### config.mk
export PLATFORM = sky130hd
export DESIGN_NAME = alu_out_stage_flat
export DESIGN_NICKNAME = d
export VERILOG_FILES = /design/src/rtl/alu_out_stage_if.sv /design/src/rtl/alu_out_stage.sv /design/src/flat_wrapper.sv
export SDC_FILE = /design/constraint.sdc
export NUM_CORES = 1
export LEC_CHECK = 0
export BUFFER_PORTS_ARGS = -buffer_cell sky130_fd_sc_hd__buf_2
export CAP_MARGIN = 10
export CELL_PAD_IN_SITES_DETAIL_PLACEMENT = 1
export CELL_PAD_IN_SITES_GLOBAL_PLACEMENT = 1
export CORE_ASPECT_RATIO = 1.4
export CORE_MARGIN = 3
export CORE_UTILIZATION = 37
export DETAILED_ROUTE_END_ITERATION = 10
export PLACE_DENSITY = 0.77
export SYNTH_ARGS = -nofsm -noshare
export SYNTH_HDL_FRONTEND = slang
export SYNTH_SLANG_ARGS = --single-unit
### constraint.sdc
create_clock -name clk -period 2 [get_ports clk]
set_input_delay 0.6 -clock clk [delete_from_list [all_inputs] [get_ports clk]]
set_output_delay 0.6 -clock clk [all_outputs]
set_load 0.05 [all_outputs]
### src/rtl/alu_out_stage_if.sv
// rtl/alu_out_stage_if.sv - result/flags stream bundle between ALU, output stage and consumer
interface alu_out_stage_if #(parameter int N = 4);
    logic         in_valid;
    logic         in_ready;
    logic [N-1:0] in_result;
    logic [3:0]   in_select;
    logic         in_carry;
    logic         in_overflow;
    logic         in_div_zero;
    logic         out_valid;
    logic         out_ready;
    logic [N-1:0] out_result;
    logic [3:0]   out_flags;

    modport master (
        output in_valid, in_result, in_select, in_carry, in_overflow, in_div_zero, out_ready,
        input  in_ready, out_valid, out_result, out_flags
    );

    modport slave (
        input  in_valid, in_result, in_select, in_carry, in_overflow, in_div_zero, out_ready,
        output in_ready, out_valid, out_result, out_flags
    );
endinterface

### src/rtl/alu_out_stage.sv
// rtl/alu_out_stage.sv - 2-entry result/flags FIFO with sticky error and pop counter
// Define ALU_OUT_COUNT_EN to build the op_count pop counter; otherwise op_count is tied to 0.
module alu_out_stage #(
    parameter int N = 4
) (
    input  logic           clk,
    input  logic           rst_n,
    alu_out_stage_if.slave bus,
    input  logic           err_clr,
    output logic           out_err,
    output logic [7:0]     op_count
);
    typedef enum logic [1:0] {EMPTY, ONE, FULL} state_t;

    state_t       state_q, state_d;
    logic [N-1:0] head_res_q, head_res_d;
    logic [3:0]   head_flg_q, head_flg_d;
    logic [N-1:0] tail_res_q, tail_res_d;
    logic [3:0]   tail_flg_q, tail_flg_d;
    logic         err_q, err_d;
    logic         in_ready_q, in_ready_d;
    logic         out_valid_q, out_valid_d;

    logic         push, pop;
    logic         flag_c, flag_v, bad_op;
    logic [3:0]   new_flags;

    always_comb begin
        push   = bus.in_valid && in_ready_q;
        pop    = out_valid_q && bus.out_ready;
        flag_c = (bus.in_select == 4'd0 || bus.in_select == 4'd1 ||
                  bus.in_select == 4'd5 || bus.in_select == 4'd7) ? bus.in_carry : 1'b0;
        flag_v = (bus.in_select == 4'd0 || bus.in_select == 4'd1 ||
                  bus.in_select == 4'd8) ? bus.in_overflow : 1'b0;
        bad_op = (bus.in_select == 4'd6) || (bus.in_select >= 4'd11) ||
                 ((bus.in_select == 4'd9 || bus.in_select == 4'd10) && bus.in_div_zero);
        new_flags = {bus.in_result[N-1], (bus.in_result == '0), flag_c, flag_v};
    end

    always_comb begin
        state_d    = state_q;
        head_res_d = head_res_q;
        head_flg_d = head_flg_q;
        tail_res_d = tail_res_q;
        tail_flg_d = tail_flg_q;
        case (state_q)
            EMPTY: begin
                if (push) begin
                    head_res_d = bus.in_result;
                    head_flg_d = new_flags;
                    state_d    = ONE;
                end
            end
            ONE: begin
                if (push && pop) begin
                    head_res_d = bus.in_result;
                    head_flg_d = new_flags;
                end else if (push) begin
                    tail_res_d = bus.in_result;
                    tail_flg_d = new_flags;
                    state_d    = FULL;
                end else if (pop) begin
                    // Outputs read 0 whenever nothing is held.
                    head_res_d = '0;
                    head_flg_d = '0;
                    state_d    = EMPTY;
                end
            end
            FULL: begin
                if (pop) begin
                    head_res_d = tail_res_q;
                    head_flg_d = tail_flg_q;
                    tail_res_d = '0;
                    tail_flg_d = '0;
                    state_d    = ONE;
                end
            end
            default: state_d = EMPTY;
        endcase
        in_ready_d  = (state_d != FULL);
        out_valid_d = (state_d != EMPTY);
        // A new error on this push outranks a clear request in the same cycle.
        if (push && bad_op)
            err_d = 1'b1;
        else if (err_clr)
            err_d = 1'b0;
        else
            err_d = err_q;
    end

    always_ff @(posedge clk or negedge rst_n) begin
        if (!rst_n) begin
            state_q     <= EMPTY;
            head_res_q  <= '0;
            head_flg_q  <= '0;
            tail_res_q  <= '0;
            tail_flg_q  <= '0;
            err_q       <= 1'b0;
            in_ready_q  <= 1'b1;
            out_valid_q <= 1'b0;
        end else begin
            state_q     <= state_d;
            head_res_q  <= head_res_d;
            head_flg_q  <= head_flg_d;
            tail_res_q  <= tail_res_d;
            tail_flg_q  <= tail_flg_d;
            err_q       <= err_d;
            in_ready_q  <= in_ready_d;
            out_valid_q <= out_valid_d;
        end
    end

    assign bus.in_ready   = in_ready_q;
    assign bus.out_valid  = out_valid_q;
    assign bus.out_result = head_res_q;
    assign bus.out_flags  = head_flg_q;
    assign out_err        = err_q;

`ifdef ALU_OUT_COUNT_EN
    logic [7:0] count_q, count_d;

    always_comb count_d = pop ? count_q + 8'd1 : count_q;

    always_ff @(posedge clk or negedge rst_n) begin
        if (!rst_n)
            count_q <= 8'd0;
        else
            count_q <= count_d;
    end

    assign op_count = count_q;
`else
    assign op_count = 8'd0;
`endif
endmodule

### src/flat_wrapper.sv
// flat-port wrapper written by rule: the top's interface ports become plain ports
module alu_out_stage_flat 
#(
    parameter int N = 4
)
  (clk, rst_n, err_clr, out_err, op_count, bus_in_valid, bus_in_result, bus_in_select, bus_in_carry, bus_in_overflow, bus_in_div_zero, bus_out_ready, bus_in_ready, bus_out_valid, bus_out_result, bus_out_flags);
  alu_out_stage_if #(.N(N)) bus_i ();
  input  logic clk;
  input  logic rst_n;
  input  logic err_clr;
  output logic out_err;
  output logic [7:0] op_count;
  input wire logic [$bits(bus_i.in_valid)-1:0] bus_in_valid;
  input wire logic [$bits(bus_i.in_result)-1:0] bus_in_result;
  input wire logic [$bits(bus_i.in_select)-1:0] bus_in_select;
  input wire logic [$bits(bus_i.in_carry)-1:0] bus_in_carry;
  input wire logic [$bits(bus_i.in_overflow)-1:0] bus_in_overflow;
  input wire logic [$bits(bus_i.in_div_zero)-1:0] bus_in_div_zero;
  input wire logic [$bits(bus_i.out_ready)-1:0] bus_out_ready;
  output wire logic [$bits(bus_i.in_ready)-1:0] bus_in_ready;
  output wire logic [$bits(bus_i.out_valid)-1:0] bus_out_valid;
  output wire logic [$bits(bus_i.out_result)-1:0] bus_out_result;
  output wire logic [$bits(bus_i.out_flags)-1:0] bus_out_flags;
  assign bus_i.in_valid = bus_in_valid;
  assign bus_i.in_result = bus_in_result;
  assign bus_i.in_select = bus_in_select;
  assign bus_i.in_carry = bus_in_carry;
  assign bus_i.in_overflow = bus_in_overflow;
  assign bus_i.in_div_zero = bus_in_div_zero;
  assign bus_i.out_ready = bus_out_ready;
  assign bus_in_ready = bus_i.in_ready;
  assign bus_out_valid = bus_i.out_valid;
  assign bus_out_result = bus_i.out_result;
  assign bus_out_flags = bus_i.out_flags;
  alu_out_stage #(.N(N)) u_core (.clk(clk), .rst_n(rst_n), .bus(bus_i), .err_clr(err_clr), .out_err(out_err), .op_count(op_count));
endmodule
---- Word-level counts from Yosys, hierarchy flattened ----
Cells that the tools add are included.
operators by class
  add/sub/neg operators ................... 0
  multipliers ............................. 0
  divide/modulo/power cells ............... 0
  $lt $le $gt $ge ......................... 1
  equality and inequality tests ........... 16
  shifts and indexed selects .............. 0
  multiplexer cells ....................... 24
  bitwise operators ....................... 0
  reduce and logical (&&, ||, !) cells .... 21
operators by type and width
  cell                count
  $mux 4              10
  $pmux 4 s3          2
  $pmux 4 s2          2
  $eq 4x3->1 const B  3
  $eq 4x4->1 const B  3
  $mux 2              5
  $logic_not 4->1     2
  $logic_or 1x1->1    7
  $ne 2x1->1 const B  3
  $pmux 2 s3          1
  $reduce_bool 2->1   3
  $logic_and 1x1->1   5
  $reduce_and 5->1    1
  $eq 4x1->1 const B  1
  $ge 4x4->1 const B  1
  $mux 1              4
  $ne 2x2->1 const B  2
  $reduce_and 4->1    1
  $ne 3x1->1 const B  1
  $ne 3x3->1 const B  1
  $reduce_bool 3->1   1
  $eq 2x1->1 const B  1
  $eq 2x2->1 const B  1
  $logic_not 2->1     1
word-level totals
  flip-flop bits (word level) ............. 21
  latch bits .............................. 0
  RAM bits ................................ 0
  bits in read-only memories .............. 0
  input port bits ......................... 16
  output and inout port bits .............. 19
  word-level logic and storage cells ...... 70
  memories kept ........................... 0

---- Depth between registers and ports, before layout ----
  word-level depth ........................ 8
  depth in mapped cells ................... 7
  gate-level depth less buffers ........... 6

---- Worst setup path before layout ----
No wires, ideal clock.
  kind .................................... register to register
  start point ............................. register u_core.out_valid_q (netlist: u_core.bus.out_valid)
  end point ............................... register u_core.head_flg_q[0] (netlist: u_core.bus.out_flags[0])
  setup time .............................. 73 ps
  arrival time ............................ 1648 ps
  data required time ...................... 1927 ps
  setup slack ............................. 278 ps
  stages on the path, launching flop included .. 6
  path buffers ............................ 1
  cell sequence ........................... dfrtp_1 -> nand2_2 -> a2111oi_4 -> buf_6 -> nor2_1 -> a21oi_2
on the way
  word-level cells in the longest chain between the ends .. 4
RTL lines
  element                                                   RTL line              source
  from (decl)                                               alu_out_stage.sv:22   logic out_valid_q, out_valid_d;
  from (signal assigned)                                    alu_out_stage.sv:109  out_valid_q <= out_valid_d;
  $logic_and 1x1->1 (*)                                     alu_out_stage.sv:30   pop = out_valid_q && bus.out_ready;
  $logic_and 1x1->1                                         alu_out_stage.sv:55   if (push && pop) begin
  $ne 3x3->1 (no line) (tied with other cells)              -
  $reduce_and 5->1 (no line) or $pmux 4 s3 (tied branches)  -
  to (signal assigned)                                      alu_out_stage.sv:104  head_flg_q <= head_flg_d;
  to (decl)                                                 alu_out_stage.sv:17   logic [3:0] head_flg_q, head_flg_d;
Every way passes the cells marked *; elsewhere a longest branch is shown, timed or not.
A chain may end at the register's enable or synchronous reset.

---- Worst setup path in the final report ----
  start point ............................. register u_core.state_q[0]
  end point ............................... register u_core.head_flg_q[3] (netlist: u_core.bus.out_flags[3])
on the way
  word-level cells in the longest chain between the ends .. 3
RTL lines
  element                                       RTL line              source
  from (decl)                                   alu_out_stage.sv:15   state_t state_q, state_d;
  from (signal assigned)                        alu_out_stage.sv:102  state_q <= state_d;
  $eq 2x1->1 (tied with other cells)            alu_out_stage.sv:46   case (state_q)
  $ne 3x3->1 (no line) (tied with other cells)  -
  $reduce_and 5->1 (no line)                    -
Several ways; a longest one is shown, not always the timed one.

==> flow_summary.yaml <==
finish:
  fillers: 334
  seq_area_um2: 477
  final_area_um2: 1240
  final_util: 0.459
  synthToLayoutAreaGrowth_pct: 15.4
  drive_gt1_frac: 0.321
  antennaDiodeCount: 0
  multi_input_area_um2: 524
  final_net_count: 152
  final_cells: 167
critical_path:
  worstSetupEndpoint: "u_core.bus.out_flags[3]$_DFFE_PN0P_"
  r2r_start: "u_core.state_q[0]$_DFF_PN0_"
  startpoint_type: "flip-flop"
  arrival_ps: 2100
  critPathMaxFanout: 12
  path_class: "reg -> reg"
  cp-startpoint: "u_core.state_q[0]$_DFF_PN0_"
  reg2reg_to: "u_core.bus.out_flags[3]$_DFFE_PN0P_"
  cp_data_required_time_ps: 2230
  ff2ff_setup_slack_ps: 140
  rr_worst_depth: 7
  endpoint_kind: "flip-flop"
placed_design:
  place.gp.congestion: 0.712
  place_area_um2: 1210
  dp_cells: 163
  port_buffers: 26
  dp_hpwl_um: 2070
  post-place-ws_ps: 107
clock_tree:
  path_clk_slew_ps: 120
  clk_latency_ps: 300
  clock_path_buffers: 2
  cts_made_buffers: 3
  cts_tree: "yes"
  cts_setup_buffers: 0
  clkSinkCount: 19
  htreeDepth: 1
  clockRootBuffer: "clkbuf_4"
sta:
  hold_viol_final: 0
  worstMarginPinSlew_ps: 500
  rsz0062_at_grt: "false"
  fmax_mhz: 537
  setup_viol: 0
  fin_skew_ps: 11.4
  fin_ws_ps: 138
  fin_crit_sh: 0.931
  fin_crit_ps: 1860
  slew_violations: 0
  slew_headroom: 0.666
  finalSetupTns_ps: 0
drt:
  drcViolationCount: 0
  viasPerCell: 5.30
  drtPass1Iterations: 4
  drt_iter0_drc: 21
  wl_um: 2600
  dr_total_vias: 885
  routedWlPerCell_um: 15.6
  postRouteAntennaNets: 0
pwr:
  peakVddDrop_uv: 889
  power.density_nw_per_um2: 1910
  p_leak_nw: 0.566
global_route:
  grt_pass1_vias: 959
  track_usage: 0.153
  grt_pass1_wl_um: 4270
  grt_max_degree: 20
  antenna_found_initial: 0
  grt_overflow: 0
synthesis:
  synth.cells.most_frequent: "dfrtp_1 (18), nor2_1 (10), buf_4 (9)"
  synth-edff-count: 0
  synth_cell_types: 38
  synth_area_leaders: "dfrtp_1 (42%), buf_4 (6.3%), a22o_1 (4.9%)"
  yosysTopAreaCellShare: 0.420
  yosysTopAreaCell: "dfrtp_1"
  ys_seq_area_frac: 0.445
  synth_area_per_cell_um2: 10.4
  ys_async_sr_fraction: 1.00
  synth_flop_cell: "dfrtp_1"
  synth-seq-cells: 19
  netlist_area_um2: 1070
  synthMostInstantiatedCell: "dfrtp_1"
  syn_inst: 103
  synth_warnings: 0
hold_path:
  hold_class: "in -> async"
run_status:
  status: "complete, no violations"
floorplan:
  die_y_um: 69.7
  io_pins: 35
  start_util: 0.397
  design.core.area_um2: 2700
  dieArea_um2: 3590
  rows: 22
  fp.dieW_um: 51.5
job:
  drv_cap: 0
## where the power goes
group / switching (W) / internal, W / leakage (nW)
sequential: 0.000128 / 0.000577 / 0.234
clock: 0.000123 / 0.0000745 / 0.0177
combinational: 0.000992 / 0.000471 / 0.315
## sequential cells by signal (all words and copies together) (netlist names)
register / flops
u_core.bus.in_ready: 1
u_core.bus.out_flags: 4
u_core.bus.out_result: 3
u_core.bus.out_valid: 1
u_core.out_err: 1
u_core.state_q: 2
u_core.tail_flg_q: 3
u_core.tail_res_q: 4
## worst min-delay path by stage
stage                                               end  cells past startpoint  slack (ps)
floorplan           u_core.bus.out_flags[0]$_DFFE_PN0P_                      0         300
global placement       u_core.tail_flg_q[0]$_DFFE_PN0P_                      1         470
detailed placement     u_core.tail_res_q[0]$_DFFE_PN0P_                      1         500
CTS                          u_core.out_err$_DFFE_PN0P_                      1         230
global route                 u_core.out_err$_DFFE_PN0P_                      1         230
finish                       u_core.out_err$_DFFE_PN0P_                      1         210
## metal layers
| metal | wire, µm | global-route usage | part of all wire | vias to the layer above |
|---|---|---|---|---|
| met5 | 0 | 0 | 0 | - |
| met4 | 54 | 0.0758 | 0.021 | 0 |
| li1 | - | - | - | 416 |
| met3 | 58 | 0.0215 | 0.022 | 6 |
| met2 | 1440 | 0.272 | 0.55 | 18 |
| met1 | 1050 | 0.171 | 0.40 | 445 |
## cells in the final DEF, fill, tap and decap left out, types with 2 or more instances in the layout
cell,n
buf_2,26
dfrtp_1,18
nor2_1,10
conb_1,8
a22o_1,6
a22oi_1,5
a21oi_1,5
inv_1,4
nand2_1,4
nand3_1,4
ha_1,4
o21ai_0,3
a21oi_2,3
clkbuf_4,3
a31oi_1,2
a32oi_1,2
## repair_timing
action	in CTS	in global routing
resized for setup	0	2
hold buffers	0	0
endpoints found under the setup margin	0	2
## critical path, stage by stage (launching register included)
cell and delay (ps):
dfrtp_1 440, inv_1 90, ha_1 280, a21boi_2 210, a2111oi_4 390, buf_6 210, nor2_1 50, a21oi_1 120
## layout make-up
type / count / area share
flip-flops and latches: 19 / 0.385
multi-input cells: 76 / 0.424
well taps: 36 / 0.0364
clock buffers: 3 / 0.0182
inverters: 4 / 0.0121
repair buffers: 28 / 0.120
clock inverters: 1 / 0.00404
## cells by family (layout without fill, tap and decap cells)
family,after synthesis,in the layout,share of synthesized area
and+or+nand+nor,26,26,0.123
other,1,8,0.00350
xor gates and xnor gates,1,1,0.00817
adders and majority gates,5,5,0.0560
DFF,19,19,0.445
AOI/OAI and AO/OA,36,36,0.274
buffers and inverters,15,36,0.0910
## metrics by stage
| step | total power (W) | hold WS, ps |
|---|---|---|
| after floorplan | 0.00185 | 304 |
| after global placement | 0.00210 | 473 |
| after detailed placement | 0.00217 | 496 |
| after CTS | 0.00237 | 225 |
| after global routing | 0.00253 | 234 |
| final | 0.00237 | 211 |
Power figures use the tool's default switching activity.
